==> config.mk <==
export PLATFORM = sky130hd
export DESIGN_NAME = counter_sweep_ctrl_flat
export DESIGN_NICKNAME = d
export VERILOG_FILES = /design/src/rtl/counter_sweep_pkg.sv /design/src/rtl/counter_sweep_ctrl_if.sv /design/src/rtl/counter_sweep_ctrl_rr_arb2.sv /design/src/rtl/counter_sweep_ctrl.sv /design/src/flat_wrapper.sv
export SDC_FILE = /design/constraint.sdc
export NUM_CORES = 1
export LEC_CHECK = 0
export CORE_ASPECT_RATIO = 0.75
export CORE_MARGIN = 1
export CORE_UTILIZATION = 45
export CTS_CLUSTER_DIAMETER = 60
export CTS_CLUSTER_SIZE = 8
export DETAILED_ROUTE_END_ITERATION = 8
export PLACE_DENSITY = 0.91
export SYNTH_ARGS = -nofsm -noshare
export SYNTH_HDL_FRONTEND = slang
export SYNTH_SLANG_ARGS = --single-unit
export TNS_END_PERCENT = 1
==> constraint.sdc <==
create_clock -name clk -period 4.72 [get_ports clk]
set_input_delay 0.472 -clock clk [delete_from_list [all_inputs] [get_ports clk]]
set_output_delay 0.472 -clock clk [all_outputs]
set_load 0.01 [all_outputs]
==> src/rtl/counter_sweep_pkg.sv <==
`default_nettype none
// ============================================================================
//  Module      : counter_sweep_pkg
//  Description : Shared types and defaults for the counter sweep sequencer.
//  Revision    : 1.0 - initial release
// ============================================================================
package counter_sweep_pkg;

    localparam int c_DEFAULT_WIDTH   = 5;
    localparam int c_DEFAULT_TIMEOUT = 40;

    typedef enum logic [1:0] {
        ST_IDLE = 2'd0,
        ST_LOAD = 2'd1,
        ST_RUN  = 2'd2,
        ST_DONE = 2'd3
    } sweep_state_t;

    function automatic logic [1:0] id_to_onehot(input logic id);
        return id ? 2'b10 : 2'b01;
    endfunction

endpackage
`default_nettype wire

==> src/rtl/counter_sweep_ctrl_if.sv <==
`default_nettype none
// ============================================================================
//  Module      : counter_sweep_ctrl_if
//  Description : Requester-side handshake bundle of the sweep sequencer.
//  Revision    : 1.0 - initial release
// ============================================================================
interface counter_sweep_ctrl_if #(
    parameter int WIDTH = 5
);
    logic [1:0]       req;
    logic [WIDTH-1:0] start0;
    logic [WIDTH-1:0] start1;
    logic [WIDTH-1:0] end0;
    logic [WIDTH-1:0] end1;
    logic             abort;
    logic [1:0]       ack;
    logic             err;
    logic             busy;
    logic             gnt_id;

    modport master (
        output req, start0, start1, end0, end1, abort,
        input  ack, err, busy, gnt_id
    );

    modport slave (
        input  req, start0, start1, end0, end1, abort,
        output ack, err, busy, gnt_id
    );
endinterface
`default_nettype wire

==> src/rtl/counter_sweep_ctrl_rr_arb2.sv <==
`default_nettype none
// ============================================================================
//  Module      : rr_arb2
//  Description : Two-way round-robin arbiter; priority moves only on advance.
//  Revision    : 1.0 - initial release
// ============================================================================
module rr_arb2
    import counter_sweep_pkg::*;
(
    input  wire logic       clk,
    input  wire logic       rst,
    input  wire logic [1:0] i_req,
    input  wire logic       i_adv,
    input  wire logic       i_adv_id,
    output logic      [1:0] o_gnt,
    output logic            o_gnt_id
);

    // r_prio names the requester that wins when both are asking
    logic r_prio;

    always_ff @(posedge clk) begin
        if (rst) begin
            r_prio <= 1'b0;
        end else if (i_adv) begin
            r_prio <= ~i_adv_id;
        end
    end

    always_comb begin
        o_gnt_id = 1'b0;
        o_gnt    = 2'b00;
        if (i_req == 2'b11) begin
            o_gnt_id = r_prio;
        end else begin
            o_gnt_id = i_req[1];
        end
        if (i_req != 2'b00) begin
            o_gnt = id_to_onehot(o_gnt_id);
        end
    end

endmodule
`default_nettype wire

==> src/rtl/counter_sweep_ctrl.sv <==
`default_nettype none
// ============================================================================
//  Module      : counter_sweep_ctrl
//  Description : Arbitrates two sweep requests and drives one up/down counter
//                from START to END, reporting completion or failure.
//  Revision    : 1.0 - initial release
// ============================================================================
module counter_sweep_ctrl
    import counter_sweep_pkg::*;
#(
    parameter int WIDTH   = c_DEFAULT_WIDTH,
    parameter int TIMEOUT = c_DEFAULT_TIMEOUT
) (
    input  wire logic             clk,
    input  wire logic             rst,
    counter_sweep_ctrl_if.slave   sweep_if,
    output logic      [WIDTH-1:0] o_cnt_in,
    output logic                  o_cnt_load,
    output logic                  o_cnt_up,
    output logic                  o_cnt_down,
    input  wire logic [WIDTH-1:0] i_cnt_val,
    input  wire logic             i_cnt_high,
    input  wire logic             i_cnt_low
);

    localparam int                c_WD_W    = $clog2(TIMEOUT + 1);
    localparam logic [c_WD_W-1:0] c_WD_LAST = c_WD_W'(TIMEOUT - 1);

    sweep_state_t      r_state;
    sweep_state_t      w_state_nxt;
    logic              r_err;
    logic              w_err_nxt;
    logic [WIDTH-1:0]  r_start;
    logic [WIDTH-1:0]  r_end;
    logic              r_gnt_id;
    logic [c_WD_W-1:0] r_wdog;

    logic [1:0]        w_arb_gnt;
    logic              w_arb_id;
    logic              w_adv;
    logic              w_lt;
    logic              w_gt;
    logic              w_busy;

    rr_arb2 u_arb (
        .clk      (clk),
        .rst      (rst),
        .i_req    (sweep_if.req),
        .i_adv    (w_adv),
        .i_adv_id (r_gnt_id),
        .o_gnt    (w_arb_gnt),
        .o_gnt_id (w_arb_id)
    );

    always_ff @(posedge clk) begin
        if (rst) begin
            r_state <= ST_IDLE;
            r_err   <= 1'b0;
        end else begin
            r_state <= w_state_nxt;
            r_err   <= w_err_nxt;
        end
    end

    // Winner's operands are captured once so requesters may change them after ACK
    always_ff @(posedge clk) begin
        if (rst) begin
            r_start  <= '0;
            r_end    <= '0;
            r_gnt_id <= 1'b0;
            r_wdog   <= '0;
        end else begin
            if (r_state == ST_IDLE && w_arb_gnt != 2'b00) begin
                r_gnt_id <= w_arb_id;
                r_start  <= w_arb_id ? sweep_if.start1 : sweep_if.start0;
                r_end    <= w_arb_id ? sweep_if.end1   : sweep_if.end0;
            end
            if (r_state == ST_LOAD) begin
                r_wdog <= '0;
            end else if (r_state == ST_RUN) begin
                r_wdog <= r_wdog + c_WD_W'(1);
            end
        end
    end

    always_comb begin
        w_state_nxt = r_state;
        w_err_nxt   = r_err;
        w_adv       = 1'b0;
        o_cnt_in    = '0;
        o_cnt_load  = 1'b0;
        o_cnt_up    = 1'b0;
        o_cnt_down  = 1'b0;
        w_lt        = (i_cnt_val < r_end);
        w_gt        = (i_cnt_val > r_end);

        case (r_state)
            ST_IDLE: begin
                if (w_arb_gnt != 2'b00) begin
                    w_state_nxt = ST_LOAD;
                    w_err_nxt   = 1'b0;
                end
            end
            ST_LOAD: begin
                if (sweep_if.abort) begin
                    w_state_nxt = ST_DONE;
                    w_err_nxt   = 1'b1;
                end else begin
                    o_cnt_load  = 1'b1;
                    o_cnt_in    = r_start;
                    w_state_nxt = ST_RUN;
                end
            end
            ST_RUN: begin
                if (sweep_if.abort) begin
                    w_state_nxt = ST_DONE;
                    w_err_nxt   = 1'b1;
                end else if (!w_lt && !w_gt) begin
                    w_state_nxt = ST_DONE;
                    w_err_nxt   = 1'b0;
                end else if ((r_wdog == c_WD_LAST) ||
                             (w_lt && i_cnt_high) || (w_gt && i_cnt_low)) begin
                    // A saturated counter can never reach END; give up rather than spin
                    w_state_nxt = ST_DONE;
                    w_err_nxt   = 1'b1;
                end else begin
                    o_cnt_up   = w_lt;
                    o_cnt_down = w_gt;
                end
            end
            ST_DONE: begin
                w_adv       = 1'b1;
                w_state_nxt = ST_IDLE;
            end
            default: begin
                w_state_nxt = ST_IDLE;
            end
        endcase
    end

    assign w_busy          = (r_state != ST_IDLE);
    assign sweep_if.busy   = w_busy;
    assign sweep_if.gnt_id = w_busy & r_gnt_id;
    assign sweep_if.ack    = (r_state == ST_DONE) ? id_to_onehot(r_gnt_id) : 2'b00;
    assign sweep_if.err    = (r_state == ST_DONE) & r_err;

endmodule
`default_nettype wire

==> src/flat_wrapper.sv <==
// flat-port wrapper written by rule: the top's interface ports become plain ports
module counter_sweep_ctrl_flat import counter_sweep_pkg::*;
#(
    parameter int WIDTH   = c_DEFAULT_WIDTH,
    parameter int TIMEOUT = c_DEFAULT_TIMEOUT
)
  (clk, rst, o_cnt_in, o_cnt_load, o_cnt_up, o_cnt_down, i_cnt_val, i_cnt_high, i_cnt_low, sweep_if_req, sweep_if_start0, sweep_if_start1, sweep_if_end0, sweep_if_end1, sweep_if_abort, sweep_if_ack, sweep_if_err, sweep_if_busy, sweep_if_gnt_id);
  counter_sweep_ctrl_if #(.WIDTH(WIDTH)) sweep_if_i ();
  input  wire logic clk;
  input  wire logic rst;
  output logic      [WIDTH-1:0] o_cnt_in;
  output logic o_cnt_load;
  output logic o_cnt_up;
  output logic o_cnt_down;
  input  wire logic [WIDTH-1:0] i_cnt_val;
  input  wire logic i_cnt_high;
  input  wire logic i_cnt_low;
  input wire logic [$bits(sweep_if_i.req)-1:0] sweep_if_req;
  input wire logic [$bits(sweep_if_i.start0)-1:0] sweep_if_start0;
  input wire logic [$bits(sweep_if_i.start1)-1:0] sweep_if_start1;
  input wire logic [$bits(sweep_if_i.end0)-1:0] sweep_if_end0;
  input wire logic [$bits(sweep_if_i.end1)-1:0] sweep_if_end1;
  input wire logic [$bits(sweep_if_i.abort)-1:0] sweep_if_abort;
  output wire logic [$bits(sweep_if_i.ack)-1:0] sweep_if_ack;
  output wire logic [$bits(sweep_if_i.err)-1:0] sweep_if_err;
  output wire logic [$bits(sweep_if_i.busy)-1:0] sweep_if_busy;
  output wire logic [$bits(sweep_if_i.gnt_id)-1:0] sweep_if_gnt_id;
  assign sweep_if_i.req = sweep_if_req;
  assign sweep_if_i.start0 = sweep_if_start0;
  assign sweep_if_i.start1 = sweep_if_start1;
  assign sweep_if_i.end0 = sweep_if_end0;
  assign sweep_if_i.end1 = sweep_if_end1;
  assign sweep_if_i.abort = sweep_if_abort;
  assign sweep_if_ack = sweep_if_i.ack;
  assign sweep_if_err = sweep_if_i.err;
  assign sweep_if_busy = sweep_if_i.busy;
  assign sweep_if_gnt_id = sweep_if_i.gnt_id;
  counter_sweep_ctrl #(.WIDTH(WIDTH), .TIMEOUT(TIMEOUT)) u_core (.clk(clk), .rst(rst), .sweep_if(sweep_if_i), .o_cnt_in(o_cnt_in), .o_cnt_load(o_cnt_load), .o_cnt_up(o_cnt_up), .o_cnt_down(o_cnt_down), .i_cnt_val(i_cnt_val), .i_cnt_high(i_cnt_high), .i_cnt_low(i_cnt_low));
endmodule
==> summary.md, run 1 <==
| Metric | Value |
|---|---|
| Sequential share of the synthesized area | `32.53%` |
| Fin Clk Skew | `0.005047 ns` |
| Number of global-route vias before repair | `1199` |
| Yosys reg bits | `21` |
| CTS Buffer Depth | `2` |
| Area of the mapped netlist | `1292 um2` |
| Layout cells sized above 1 | `6.842%` |
| VDD IR max | `0.3808 mV` |
| Routed wire length | `3059 um` |
| Layout overhead on the synthesized area | `39.11%` |
| Worst skew pair latency | `0.26 ns` |
| Worst hold slack | `0.4952 ns` |
| Pwr dens | `427.2 nW/um2` |
| Max Freq | `0.3384 GHz` |
| WL per Instance | `13.54 um` |
| RSZ-0062 raised after global routing | `no` |
| Pwr Total | `0.7682 mW` |
| Crit path max fanout | `5` |
| Pre-CTS setup slack | `1.794 ns` |
| Port Buffers | `44` |
| Max_cap viols | `0` |
| Starting Density | `48.54%` |
| Die Y | `48.41 um` |
| Drc violations | `0` |
| # hold bufs at CTS | `0` |
| Num rows | `16` |
| Startpoint type of the worst setup path | `primary input` |
| Die width | `63.89 um` |
| Outcome | `finished clean` |
| CTS buffer count | `3` |
| Sink Count | `21` |
| Critical path's most frequent cell | `clkdlybuf4s50_1` |
| Setup CP Type | `in -> out` |
| 1st-pass router iterations | `4` |
| Diode count | `0` |
| Setup TNS | `0 ns` |
| Max-slew violations | `0` |
| Arrival time worst endpoint | `2.48 ns` |
| Worst-path clk slew | `0.08 ns` |
| Min-Delay Path Class | `reg -> reg` |
| Postcts setup bufs | `0` |
| Min Tclk post-route | `2.955 ns` |
| Mapped Nets | `191` |
| Post-route antenna net violation count | `0` |
| Final Core Density | `67.53%` |
| Global placement routability congestion | `0.8146` |
| Critical path required time | `4.25 ns` |
| Largest net degree at the start of global routing | `22` |
| Gr usage total | `21.69%` |
| Finish-stage setup viols | `0` |
| Die area | `3093 um2` |
| Worst slew pin tran | `1.272 ns` |
| Core area | `2663 um2` |
| Detail Placement HPWL | `2421 um` |
| Yosys warnings | `0` |
| Clock root cell | `clkbuf_8` |
| Final period utilization | `62.61%` |
| Slowest-stage cell, CP | `clkdlybuf4s50_1` |
| Minimum setup slack in the final design | `1.765 ns` |
| First-pass GRT wire length | `5168 um` |
| Number of gates resized after CTS | `0` |
| Via-to-Cell Ratio | `5.186` |
| Drt first-iter violations | `37` |
| Crit end category | `output pin` |
| Global route overflow | `0` |
| Rel. slew slack | `14.92%` |
| Synth Instances | `148` |
| Post-Syn Area per Cell | `8.733 um2` |
| Crit-path max cell delay | `0.57 ns` |
| H-tree depth | `1` |
| # IOs | `45` |
| Cell Chain, Critical Path | `clkdlybuf4s50_1 > ha_1 > o211ai_1 > a21oi_2 > o21ai_2 > nor3b_1 > clkdlybuf4s50_1` |
| Initial antenna violation count | `0` |
| Leakage power | `0.7431 nW` |
| Cell variety after synth | `37` |
| Final nets | `234` |
| Fin. Hold Viols | `0` |
| CTS tree | `built` |
| Vias | `1172` |
worst max-delay path, delay by kind of cell:
family | cells | cell delay, ns
buf+inv | 2 | 0.99
compound gates | 3 | 0.48
fa+ha+maj | 1 | 0.34
simple gates | 1 | 0.21
sequential cells by signal, summed over array words and instances (netlist names):
name	flops
u_core.r_gnt_id	1
u_core.r_wdog	6
u_core.r_state	2
u_core.u_arb.r_prio	1
u_core.r_start	5
u_core.r_err	1
u_core.r_end	5
cells in the mapped netlist:
cell type / n / area share [%]
nor4bb_1: 1 / 0.77
o21bai_2: 1 / 0.87
o21ba_4: 1 / 1.3
nor2_1: 24 / 7.0
xor2_1: 3 / 2.0
nand2b_1: 5 / 2.4
nor3b_1: 1 / 0.58
clkbuf_1: 4 / 1.2
a21o_2: 1 / 0.68
xnor2_1: 1 / 0.68
o21ai_2: 1 / 0.68
o22a_1: 1 / 0.68
and2_4: 1 / 0.68
o21ai_0: 1 / 0.39
and2_1: 7 / 3.4
a211oi_2: 1 / 0.97
or3_1: 1 / 0.48
o211ai_1: 1 / 0.58
a21oi_2: 1 / 0.68
nand3_1: 1 / 0.39
nor3_1: 4 / 1.5
buf_4: 1 / 0.58
o21ai_1: 2 / 0.77
nand2_1: 3 / 0.87
nor2b_1: 2 / 0.97
a41oi_2: 1 / 1.3
dfxtp_1: 21 / 33
or2_2: 1 / 0.48
buf_2: 2 / 0.77
mux2i_1: 13 / 10
ha_1: 11 / 11
nand4_1: 3 / 1.5
inv_1: 10 / 2.9
a21oi_1: 4 / 1.5
o211a_1: 1 / 0.77
a211oi_1: 10 / 5.8
o41ai_1: 1 / 0.68
cells in the final DEF (no fill, tap or decap), drive strengths merged, types with 2 or more instances in the layout:
cell / instances
clkdlybuf4s50: 44
nor2: 24
dfxtp: 21
mux2i: 13
ha: 11
a211oi: 11
inv: 10
and2: 8
nand2b: 5
a21oi: 5
nor3: 4
clkbuf: 4
o21ai: 4
nand2: 3
nand4: 3
xor2: 3
nor2b: 2
worst paths after layout:
kind / start / end / slack (ns) / cells after the start
setup / recovery: i_cnt_val[2] / o_cnt_down / 1.76 / 7
hold / removal: u_core.r_wdog[5] / u_core.r_wdog[5] / 0.50 / 2
setup reg to reg: u_core.r_state[0] / u_core.r_gnt_id / 2.44 / 6
hold reg to reg: u_core.r_wdog[5] / u_core.r_wdog[5] / 0.50 / 2
cell type report:
class / instances / area, um2
clock buffer: 4 / 45.04
fill: 218 / 864.6
inverter: 10 / 37.54
multi-input combinational: 110 / 802.0
sequential: 21 / 420.4
tap: 36 / 45.04
timing repair buffer: 45 / 447.9
stage by stage:
| stage | std cells | cell area, um2 |
|---|---|---|
| floorplan | 148 | 1292 |
| detailed placement | 222 | 1753 |
| global route | 226 | 1798 |
| global placement | 222 | 1753 |
| finish | 226 | 1798 |
| CTS | 226 | 1798 |
routing by layer:
metal / vias to the layer above / share of wire [%] / GRT usage, %
met2: 38 / 50 / 38.83
met1: 533 / 43 / 25.15
met3: 6 / 5.5 / 5.896
met5: - / 0 / 0
met4: 0 / 1.3 / 6.061
li1: 595 / - / -
kinds of logic after synthesis:
| logic type | count (synthesis) | synth area share, % |
|---|---|---|
| buffers and inverters | 17 | 5.421 |
| DFF | 21 | 32.53 |
| AOI/OAI and AO/OA | 28 | 17.62 |
| and+or+nand+nor | 54 | 21.01 |
| adders and majority gates | 11 | 10.65 |
| muxes | 13 | 10.07 |
| xor gates and xnor gates | 4 | 2.711 |
power breakdown:
| part | total [mW] | switching, mW | internal [mW] |
|---|---|---|---|
| clock network | 0.117 | 0.0565 | 0.0601 |
| logic | 0.391 | 0.209 | 0.183 |
| registers | 0.260 | 0.0341 | 0.226 |
| total | 0.768 | 0.299 | 0.469 |
Power figures use the tool's default switching activity.
==> run 2: changes to the inputs <==
CORE_UTILIZATION = 40   (was 45)
PLACE_DENSITY = 0.86   (was 0.91)
clock period = 2.5 ns   (was 4.72 ns; I/O delays follow)
==> summary.md, run 2 (same netlist as run 1, synthesis figures left out) <==
| Metric | Value |
|---|---|
| Worst-path clk slew | `0.07 ns (was 0.08 ns)` |
| Fin. Hold Viols | `0 (unchanged)` |
| Most frequent cells in the layout | `clkdlybuf4s50_1 (42), nor2_1 (24), dfxtp_1 (21) (was clkdlybuf4s50_1 (44), nor2_1 (24), dfxtp_1 (21))` |
| Via-to-Cell Ratio | `4.957 (was 5.186)` |
| Fill count | `246 (was 218)` |
| CTS buffer count | `3 (unchanged)` |
| Pre-CTS setup slack | `-0.04954 ns (was 1.794 ns)` |
| Global placement routability congestion | `0.8303 (was 0.8146)` |
| Min-Delay Path Class | `reg -> reg (unchanged)` |
| Commonest non-fill, non-tap cell in the layout | `clkdlybuf4s50_1 (unchanged)` |
| Post-route antenna net violation count | `0 (unchanged)` |
| H-tree depth | `1 (unchanged)` |
| Top flop regs | `u_core.r_wdog: 6 flops, u_core.r_end: 5 flops, u_core.r_start: 5 flops (unchanged)` |
| WL per Instance | `12.02 um (was 13.54 um)` |
| RSZ-0062 raised after global routing | `no (unchanged)` |
| VDD IR max | `0.4505 mV (was 0.3808 mV)` |
| Number of global-route vias before repair | `1098 (was 1199)` |
| Crit-path max cell delay | `0.41 ns (was 0.57 ns)` |
| Clock root cell | `clkbuf_8 (unchanged)` |
| Max Freq | `0.4512 GHz` |
| Num rows | `17 (was 16)` |
| Rel. slew slack | `73.67% (was 14.92%)` |
| Final nets | `241 (was 234)` |
| Setup CP Type | `in -> out (unchanged)` |
| Sink Count | `21 (unchanged)` |
| Diode count | `0 (unchanged)` |
| Pwr dens | `799.2 nW/um2 (was 427.2 nW/um2)` |
| Largest net degree at the start of global routing | `21 (was 22)` |
| CTS Buffer Depth | `2 (unchanged)` |
| Crit path max fanout | `4 (was 5)` |
| Max_cap viols | `0 (unchanged)` |
| Design Area, Final | `1862 um2 (was 1798 um2)` |
| Fin Clk Skew | `0.004297 ns (was 0.005047 ns)` |
| Port Buffers | `44 (unchanged)` |
| Minimum setup slack in the final design | `0.2835 ns (was 1.765 ns)` |
| Slowest-stage cell, CP | `clkdlybuf4s50_1 (unchanged)` |
| Drt first-iter violations | `35 (was 37)` |
| Setup TNS | `0 ns (unchanged)` |
| Number of gates resized after CTS | `2 (was 0)` |
| Vias | `1165 (was 1172)` |
| Max-slew violations | `0 (unchanged)` |
| Reg power frac | `32.9% (was 33.9%)` |
| Routed wire length | `2825 um (was 3059 um)` |
| Layout cells sized above 1 | `10.15% (was 6.842%)` |
| # IOs | `45 (unchanged)` |
| Placed Cells | `231 (was 222)` |
| Crit end category | `output pin (unchanged)` |
| 1st-pass router iterations | `4 (unchanged)` |
| Placed Area | `1808 um2 (was 1753 um2)` |
| Outcome | `finished clean (unchanged)` |
| Postcts setup bufs | `0 (unchanged)` |
| Critical path required time | `2.25 ns (was 4.25 ns)` |
| First-pass GRT wire length | `4809 um (was 5168 um)` |
| Min Tclk post-route | `2.217 ns` |
| Combinational power share | `52.4% (was 50.9%)` |
| # hold bufs at CTS | `0 (unchanged)` |
| Die width | `67.64 um (was 63.89 um)` |
| Switching power | `0.5636 mW (was 0.2991 mW)` |
| Leakage power | `0.8016 nW (was 0.7431 nW)` |
| Layout Cells excl Fill | `235 (was 226)` |
| Finish-stage setup viols | `0 (unchanged)` |
| Gr usage total | `18.96% (was 21.69%)` |
| Detail Placement HPWL | `2262 um (was 2421 um)` |
| Worst skew pair latency | `0.26 ns (about the same)` |
| Arrival time worst endpoint | `1.97 ns (was 2.48 ns)` |
| Die Y | `51.23 um (was 48.41 um)` |
| Starting Density | `43.10% (was 48.54%)` |
| Startpoint type of the worst setup path | `primary input (unchanged)` |
| Internal | `0.9242 mW (was 0.4691 mW)` |
| Sw frac | `37.88% (was 38.94%)` |
| Final period utilization | `88.66%` |
| Initial antenna violation count | `0 (unchanged)` |
| Die area | `3465 um2 (was 3093 um2)` |
| Core area | `2999 um2 (was 2663 um2)` |
| Drc violations | `0 (unchanged)` |
| Pwr Total | `1.488 mW (was 0.7682 mW)` |
| Layout overhead on the synthesized area | `44.05% (was 39.11%)` |
| Global route overflow | `0 (unchanged)` |
| Largest register FFs | `6 (unchanged)` |
| Cell Chain, Critical Path | `clkdlybuf4s50_1 > ha_1 > o211ai_1 > a21oi_4 > o21ai_2 > nor3b_1 > dlygate4sd2_1 (was clkdlybuf4s50_1 > ha_1 > o211ai_1 > a21oi_2 > o21ai_2 > nor3b_1 > clkdlybuf4s50_1)` |
| Worst slew pin tran | `0.3898 ns (was 1.272 ns)` |
| CTS tree | `built (unchanged)` |
| Clock power frac | `14.7% (was 15.2%)` |
| Top reg by flops | `u_core.r_wdog (unchanged)` |
run 2: metal layers:
| layer | up-vias | track usage (%) | share of wire [%] |
|---|---|---|---|
| li1 | 612 | - | - |
| met1 | 512 | 23.41 | 47 |
| met2 | 33 | 30.20 | 45 |
| met3 | 8 | 6.250 | 5.8 |
| met4 | 0 | 7.092 | 1.9 |
| met5 | - | 0 | 0 |
run 2: worst max-delay path, delay by kind of cell:
family	cells	cell delay, ns
fa+ha+maj	1	0.34
buf+inv	2	0.71
compound gates	3	0.45
simple gates	1	0.22
run 2: final timing paths:
path / start / to / slack (ns) / cells after the start
hold / removal: u_core.r_err / u_core.r_err / 0.49 / 2
hold reg to reg: u_core.r_err / u_core.r_err / 0.49 / 2
setup / recovery: i_cnt_val[4] / o_cnt_down / 0.28 / 7
setup reg to reg: u_core.r_end[4] / u_core.r_err / 0.69 / 7
run 2: stage by stage:
| step | utilization (%) | hold slack, ns |
|---|---|---|
| 2_1_floorplan | - | 0.4409 |
| 3_3_place_gp | 60.28 | 0.4663 |
| 3_5_place_dp | 60.28 | 0.4745 |
| 4_1_cts | 61.99 | 0.4912 |
| 5_1_grt | 62.08 | 0.5018 |
| 6_report | 62.08 | 0.4944 |
run 2: final cells by class:
| cell class | instances | area (um2) | share of cell area [%] |
|---|---|---|---|
| Sequential cell | 21 | 420.4 | 22.58 |
| Inverter | 10 | 37.54 | 2.016 |
| Multi-Input combinational cell | 110 | 809.5 | 43.48 |
| Tap cell | 38 | 47.55 | 2.554 |
| Clock buffer | 4 | 45.04 | 2.419 |
| Timing Repair Buffer | 52 | 501.7 | 26.95 |
run 2: power groups by stage:
stage | Combinational (mW) | Sequential, mW | Clock, mW
after floorplan | 0.523 | 0.480 | 0
after global placement | 0.750 | 0.492 | 0
after detailed placement | 0.766 | 0.498 | 0
after CTS | 0.780 | 0.491 | 0.228
after global routing | 0.874 | 0.505 | 0.247
final | 0.780 | 0.489 | 0.219
